==> src/rtl/tt_sweep_ctrl.sv <==
// Truth-table sweep controller: walks a 3-input gate through rows 000..111, letting each
// row settle before sampling, then reports the measured table against a latched reference.
module tt_sweep_ctrl #(
    parameter int unsigned SETTLE_CYCLES = 4
) (
    input  logic       clk,
    input  logic       rst_n,
    input  logic       start,
    input  logic       abort,
    input  logic [7:0] expected,
    input  logic       gate_out,
    output logic       in1,
    output logic       in2,
    output logic       in3,
    output logic       busy,
    output logic       done,
    output logic       pass,
    output logic [7:0] observed,
    output logic [7:0] mismatch,
    output logic [7:0] fail_count
);

    typedef enum logic [1:0] {IDLE, SETTLE, SAMPLE, DONE} state_t;

    localparam logic [7:0] RELOAD = 8'(SETTLE_CYCLES - 1);

    state_t     state_q, state_d;
    logic [2:0] row_q, row_d;
    logic [7:0] cnt_q, cnt_d;
    logic [7:0] exp_q, exp_d;
    logic [7:0] work_q, work_d;
    logic [2:0] in_q, in_d;
    logic       done_q, done_d;
    logic       pass_q, pass_d;
    logic [7:0] obs_q, obs_d;
    logic [7:0] mis_q, mis_d;
    logic [7:0] fail_q, fail_d;

    always_ff @(posedge clk or negedge rst_n) begin
        if (!rst_n) begin
            state_q <= IDLE;
            row_q   <= '0;
            cnt_q   <= '0;
            exp_q   <= '0;
            work_q  <= '0;
            in_q    <= '0;
            done_q  <= 1'b0;
            pass_q  <= 1'b0;
            obs_q   <= '0;
            mis_q   <= '0;
            fail_q  <= '0;
        end else begin
            state_q <= state_d;
            row_q   <= row_d;
            cnt_q   <= cnt_d;
            exp_q   <= exp_d;
            work_q  <= work_d;
            in_q    <= in_d;
            done_q  <= done_d;
            pass_q  <= pass_d;
            obs_q   <= obs_d;
            mis_q   <= mis_d;
            fail_q  <= fail_d;
        end
    end

    always_comb begin
        state_d = state_q;
        row_d   = row_q;
        cnt_d   = cnt_q;
        exp_d   = exp_q;
        work_d  = work_q;
        done_d  = 1'b0;
        pass_d  = pass_q;
        obs_d   = obs_q;
        mis_d   = mis_q;
        fail_d  = fail_q;
        case (state_q)
            IDLE: begin
                if (start) begin
                    state_d = SETTLE;
                    row_d   = '0;
                    cnt_d   = RELOAD;
                    exp_d   = expected;
                    work_d  = '0;
                end
            end
            SETTLE: begin
                if (abort)              state_d = IDLE;
                else if (cnt_q == 8'd0) state_d = SAMPLE;
                else                    cnt_d   = cnt_q - 8'd1;
            end
            SAMPLE: begin
                if (abort) begin
                    state_d = IDLE;
                end else begin
                    // Row 0 lands in the MSB so the table reads left-to-right as 000..111.
                    work_d[3'd7 - row_q] = gate_out;
                    if (row_q != 3'd7) begin
                        row_d   = row_q + 3'd1;
                        cnt_d   = RELOAD;
                        state_d = SETTLE;
                    end else begin
                        state_d = DONE;
                    end
                end
            end
            DONE: begin
                state_d = IDLE;
                done_d  = 1'b1;
                obs_d   = work_q;
                mis_d   = work_q ^ exp_q;
                pass_d  = (work_q == exp_q);
                if (work_q != exp_q && fail_q != 8'hFF) fail_d = fail_q + 8'd1;
            end
            default: state_d = IDLE;
        endcase
        // Gate inputs follow the row only while a row is being driven; parked at 000 otherwise.
        in_d = (state_d == SETTLE || state_d == SAMPLE) ? row_d : 3'd0;
    end

    assign {in1, in2, in3} = in_q;
    assign busy       = (state_q != IDLE);
    assign done       = done_q;
    assign pass       = pass_q;
    assign observed   = obs_q;
    assign mismatch   = mis_q;
    assign fail_count = fail_q;

endmodule

==> config.mk <==
export PLATFORM = sky130hd
export DESIGN_NAME = tt_sweep_ctrl
export DESIGN_NICKNAME = d
export VERILOG_FILES = /design/src/rtl/tt_sweep_ctrl.sv
export SDC_FILE = /design/constraint.sdc
export NUM_CORES = 1
export LEC_CHECK = 0
export BUFFER_PORTS_ARGS = -buffer_cell sky130_fd_sc_hd__buf_2
export CORE_UTILIZATION = 37
export DETAILED_ROUTE_END_ITERATION = 10
export MAX_ROUTING_LAYER = met4
export PLACE_DENSITY_LB_ADDON = 0.15
export SLEW_MARGIN = 5
export SYNTH_ARGS = -nofsm -noshare
export SYNTH_HDL_FRONTEND = slang
export SYNTH_SLANG_ARGS = --single-unit
==> constraint.sdc <==
create_clock -name clk -period 1.5 [get_ports clk]
set_input_delay 0.15 -clock clk [delete_from_list [all_inputs] [get_ports clk]]
set_output_delay 0.15 -clock clk [all_outputs]
set_load 0.01 [all_outputs]
== Word-level counts from Yosys, hierarchy flattened ==
Index checks and enable logic that the tools add are counted.

* Bits in latches: 0
* Memory bits (writable): 0
* Logic and storage cells: 68
* Register bits after elaboration: 58
* Input port bits: 13
* Memories: 0
* Memory bits (read-only): 0

* $add $sub $neg: 4
* Reductions and logical operators: 12
* Divide/modulo/power cells: 0
* $lt $le $gt $ge: 2
* Bitwise logic cells: 1
* Shift-type cells: 0
* Multiply operators: 0
* Eq/ne operators: 14
* Muxes and demuxes: 24

{| class="wikitable"
|+ Operators with widths
! operator !! count
|-
| $mux 8 || 7
|-
| $pmux 8 s3 || 1
|-
| $pmux 8 s2 || 1
|-
| $mux 3 || 4
|-
| $mux 2 || 5
|-
| $ne 2x2->1 const B || 5
|-
| $add 8x1->8 const B || 1
|-
| $bwmux 8 || 1
|-
| $eq 8x8->1 || 1
|-
| $logic_not 8->1 || 1
|-
| $ne 8x8->1 || 1
|-
| $ne 8x8->1 const B || 1
|-
| $pmux 2 s4 || 1
|-
| $sub 8x1->8 const B || 1
|-
| $xor 8x8->8 || 1
|-
| $eq 2x2->1 const B || 3
|-
| $pmux 3 s2 || 1
|-
| $reduce_and 6->1 || 1
|-
| $eq 2x1->1 const B || 2
|-
| $lt 3x4->1 const B || 1
|-
| $reduce_and 2->1 || 2
|-
| $reduce_bool 2->1 || 2
|-
| $add 3x1->3 const B || 1
|-
| $demux 1 s3 || 1
|-
| 9 further kinds || 11
|}

== Logic depth before layout (Yosys ltp) ==
* Word-level depth: 8
* Depth in mapped cells: 6
* Gate-level depth less buffers: 6

== Worst setup path after synthesis ==
Ideal clock, no wire load.

* Kind: reg2reg
* From: register state_q[1]
* To: register exp_q[1]
* Data arrival time: 1.423 ns
* Clock period less this slack: 1.548 ns
* Buffers on the path: 1
* Stages on the path, launching flop included: 5
* Data required time: 1.375 ns
* Path slack: -0.048 ns
* Cells stage by stage: dfrtp_1 > or2_2 > nor2_1 > buf_2 > mux2_2

* Cells in the longest elaborated chain, start to end: 2

{| class="wikitable"
|+ RTL lines
! item !! line !! text
|-
| from (decl) || 27 || <nowiki>state_t state_q, state_d;</nowiki>
|-
| from (signal assigned) || 53 || <nowiki>state_q <= state_d;</nowiki>
|-
| $logic_not 2->1 || 78 || <nowiki>case (state_q)</nowiki>
|-
| $reduce_and 2->1 (no line) || n/a ||
|-
| to (signal assigned) || 56 || <nowiki>exp_q <= exp_d;</nowiki>
|-
| to (decl) || 30 || <nowiki>logic [7:0] exp_q, exp_d;</nowiki>
|}

Every way passes these cells.
A chain may end at the register's enable or synchronous reset.

== Final worst setup path ==
* From: register exp_q[4]
* To: register fail_q[3] (netlist: fail_count[3])

* Cells in the longest elaborated chain, start to end: 3

{| class="wikitable"
|+ RTL lines
! item !! line !! text
|-
| $ne 8x8->1 || 114 || <nowiki>if (work_q != exp_q && fail_q != 8'hFF) fail_d = fail_q + 8'd1;</nowiki>
|-
| $logic_and 1x1->1 || 114 ||
|-
| $reduce_and 2->1 (no line) || n/a ||
|-
| to (signal assigned) || 63 || <nowiki>fail_q <= fail_d;</nowiki>
|-
| to (decl) || 37 || <nowiki>logic [7:0] fail_q, fail_d;</nowiki>
|}

Every way passes these cells.

==> run_results.csv <==
group,metric,value,unit
outcome,status,"finished with violations",
outcome,violations,"setup timing",
grt,grt_pass1_wl,9650,um
grt,grt_busiest_layer,"met2",
flow_run,cap_violations,0,
critical_path,crit_family,"flip-flops",
placement,dp.cells,420,
logic_synthesis,ys_warn_count,0,
finish,fill_cells,632,
placement,port_buffers,42,
logic_synthesis,ys_seq_area_share,55.1,%
grt,grt_use_total,18.0,%
finish,area_delta_synth_final,43.4,%
critical_path,critical_path_class,"register to register",
sta,finalSetupViolCount,8,
critical_path,endpoint_kind,"register",
logic_synthesis,synth_top_area_cell,"dfrtp_1",
sta,period_minus_slack,1560,ps
route,drc_errors,0,
critical_path,critPathMaxFanout,6,
placement,gp_congestion,0.824,
logic_synthesis,synthesis.area,2630,um2
route,drt_wl_total,5960,um
critical_path,crit_buf_inv,1,
floorplanning,rows,30,
sta,finalSetupTns,-418,ps
logic_synthesis,yosysUniqueCellTypes,37,
critical_path,worstPathArrival,1790,ps
floorplanning,start_util,38.5,%
route,vias,2077,
sta,fin_worst_skew,9.78,ps
logic_synthesis,synth.avg_cell_area,10.6,um2
floorplanning,io_pins,43,
clock_network,cts_made_buffers,9,
finish,finalNetCount,359,
floorplanning,die-area,7460,um2
floorplanning,core_region_area,6830,um2
hold_path,worstHoldPathType,"primary input to register",
logic_synthesis,ys.flop_type,"dfrtp_1",
sta,max_slew.worst_pin.slew,364,ps
clock_network,clock_latency,340,ps
grt,met1_usage,22.3,%
logic_synthesis,netlist_instances,248,
clock_network,htree_levels,3,
critical_path,cp-start-kind,"register",
sta,fin_ws,-64.4,ps
logic_synthesis,synth.area.top_cells,"dfrtp_1 (55%), mux2_2 (6.4%), o21ai_0 (4.6%)",
grt,grt_max_degree,59,
clock_network,cts_tree,"yes",
clock_network,clk_path_buf_depth,2,
finish,fin_cells,443,
critical_path,crit_slowest_cell,"dfrtp_1",
grt,use_met2,27.4,%
logic_synthesis,synth.ff_latch_count,58,
power,leakage,1.90,nW
critical_path,worstPathCellList,"xnor2_2 > nand4_1 > o21bai_2 > buf_6 > nor2_2 > xor2_1",
power,vdd.ir_drop.worst,0.000660,V
route,ant_nets,0,
clock_network,cts_root_buf,"clkbuf_8",
floorplanning,dieWidth,86.4,um
clock_network,cts.sinks,58,
sta,max_slew_margin,75.7,%
sta,fmax,639,MHz
placement,pre_cts_slack,-134,ps
grt,use_met3,4.86,%
sta,report.final.slew_viol_count,0,
route,routedWlPerCell,13.5,um
logic_synthesis,async_reset_ff_share,100,%
sta,hold_viol,0,
sta,rsz0062_at_grt,"true",
clock_network,cts.clk_slew.worst_paths,80,ps
grt,first_global_vias,2016,
power,power.density,1440,nW/um2
placement,hpwl,4050,um
sta,period_share,104,%
route,firstDrtPassIters,4,
route,vias_per_cell,4.69,
route,drtIter0Drc,87,
logic_synthesis,syn-num-nets,265,
logic_synthesis,synth_top_area_share,55.1,%
grt,overflow,0,
finish,drive_above_1_share,42.9,%
logic_synthesis,synth_edf_count,0,
floorplanning,die_h,86.4,um
critical_path,required,1730,ps
critical_path,cpPeakStageDelay,410,ps
grt,antenna_found_initial,0,
finish,antennaDiodeCount,0,
==> kinds of logic after synthesis <==
| group | count (synthesis) | synth area share, % |
|---|---|---|
| xor gates and xnor gates | 20 | 6.65 |
| buffers and inverters | 19 | 2.85 |
| adders and majority gates | 4 | 1.90 |
| AOI/OAI and AO/OA | 46 | 9.79 |
| and+or+nand+nor | 83 | 16.1 |
| muxes | 18 | 7.56 |
| DFF | 58 | 55.1 |
==> path summary, 6_finish.rpt <==
check / startpoint / to / slack, ps / depth (start not counted)
setup / recovery: exp_q[4] / fail_count[3] / -60 / 6
hold / removal: expected[7] / exp_q[7] / 40 / 2
setup reg to reg: exp_q[4] / fail_count[3] / -60 / 6
hold reg to reg: mismatch[1] / mismatch[1] / 480 / 2
max in group asynchronous: rst_n / observed[0] / 910 / 3
min in group asynchronous: rst_n / in_q[1] / 350 / 3
==> worst reg2reg max path: cells and delay by family, from the launching register on <==
kind	cells	cell delay [ps]
buf+inv	1	190
simple gates	2	270
flops	1	410
xor+xnor	2	340
compound gates	1	250
==> Yosys cell counts, types with 4 or more instances <==
| cell type | count |
|---|---|
| nand2_1 | 23 |
| dfrtp_1 | 58 |
| clkbuf_1 | 6 |
| nand3_1 | 10 |
| nor2_1 | 23 |
| inv_1 | 10 |
| xor2_1 | 10 |
| o21ai_0 | 24 |
| mux2_2 | 15 |
| nand2b_1 | 4 |
| nand3b_1 | 4 |
| ha_1 | 4 |
| xnor2_1 | 10 |
| a21oi_1 | 13 |
==> cells in the final DEF (no fill, tap or decap), types with 8 or more instances in the layout <==
cell type	synthesis	layout
a21oi_1	13	12
nor2_1	23	18
o21ai_0	24	23
buf_4	0	40
xnor2_2	0	8
clkbuf_8	0	9
nand3_1	10	10
dfrtp_1	58	58
mux2_2	15	11
inv_1	10	10
buf_2	3	41
xor2_1	10	10
nand2_1	23	23
==> metrics by stage <==
stage / util (%) / hold slack (ps) / instance area [um2] / total power [mW]
floorplan: - / -146 / 2640 / 2.90
detailed placement: 48.2 / 182 / 3290 / 3.56
global placement: 48.2 / 183 / 3290 / 3.53
CTS: 53.2 / 26.3 / 3630 / 5.35
finish: 55.3 / 38.2 / 3780 / 5.45
global route: 55.3 / 27.4 / 3780 / 5.79
==> cell type report <==
cell class	instances	area (um2)	area share, %
inverters	10	37.5	0.994
repair buffers	92	671	17.8
clock inverters	7	103	2.72
multi-input cells	171	1270	33.6
flip-flops and latches	58	1450	38.4
well taps	96	120	3.18
clock buffers	9	124	3.28
==> routing by layer <==
metal	part of all wire (%)	wire (um)
met5	0	0
met4	2.1	128
met3	3.1	185
met2	48	2880
met1	46	2770
==> state kept, by name, indices dropped and copies added, names as in the netlist <==
signal,flops
exp_q,8
state_q,2
work_q,8
cnt_q,8
pass,1
done,1
fail_count,8
in_q,3
mismatch,8
observed,8
row_q,3
==> power breakdown <==
part           total, mW  internal, mW  switching (mW)
Clock               1.62         0.948           0.669
Sequential          2.11          1.88           0.232
Combinational       1.72         0.930           0.793
==> repair_timing <==
item,4_1_cts,5_1_grt
pin swaps,4,10
cloned,1,0
resized for setup,8,29
hold buffers,1,0
hold endpoints to repair,58,0
buffers inserted,3,3
endpoints found under the setup margin,19,26
Power figures use the tool's default switching activity.
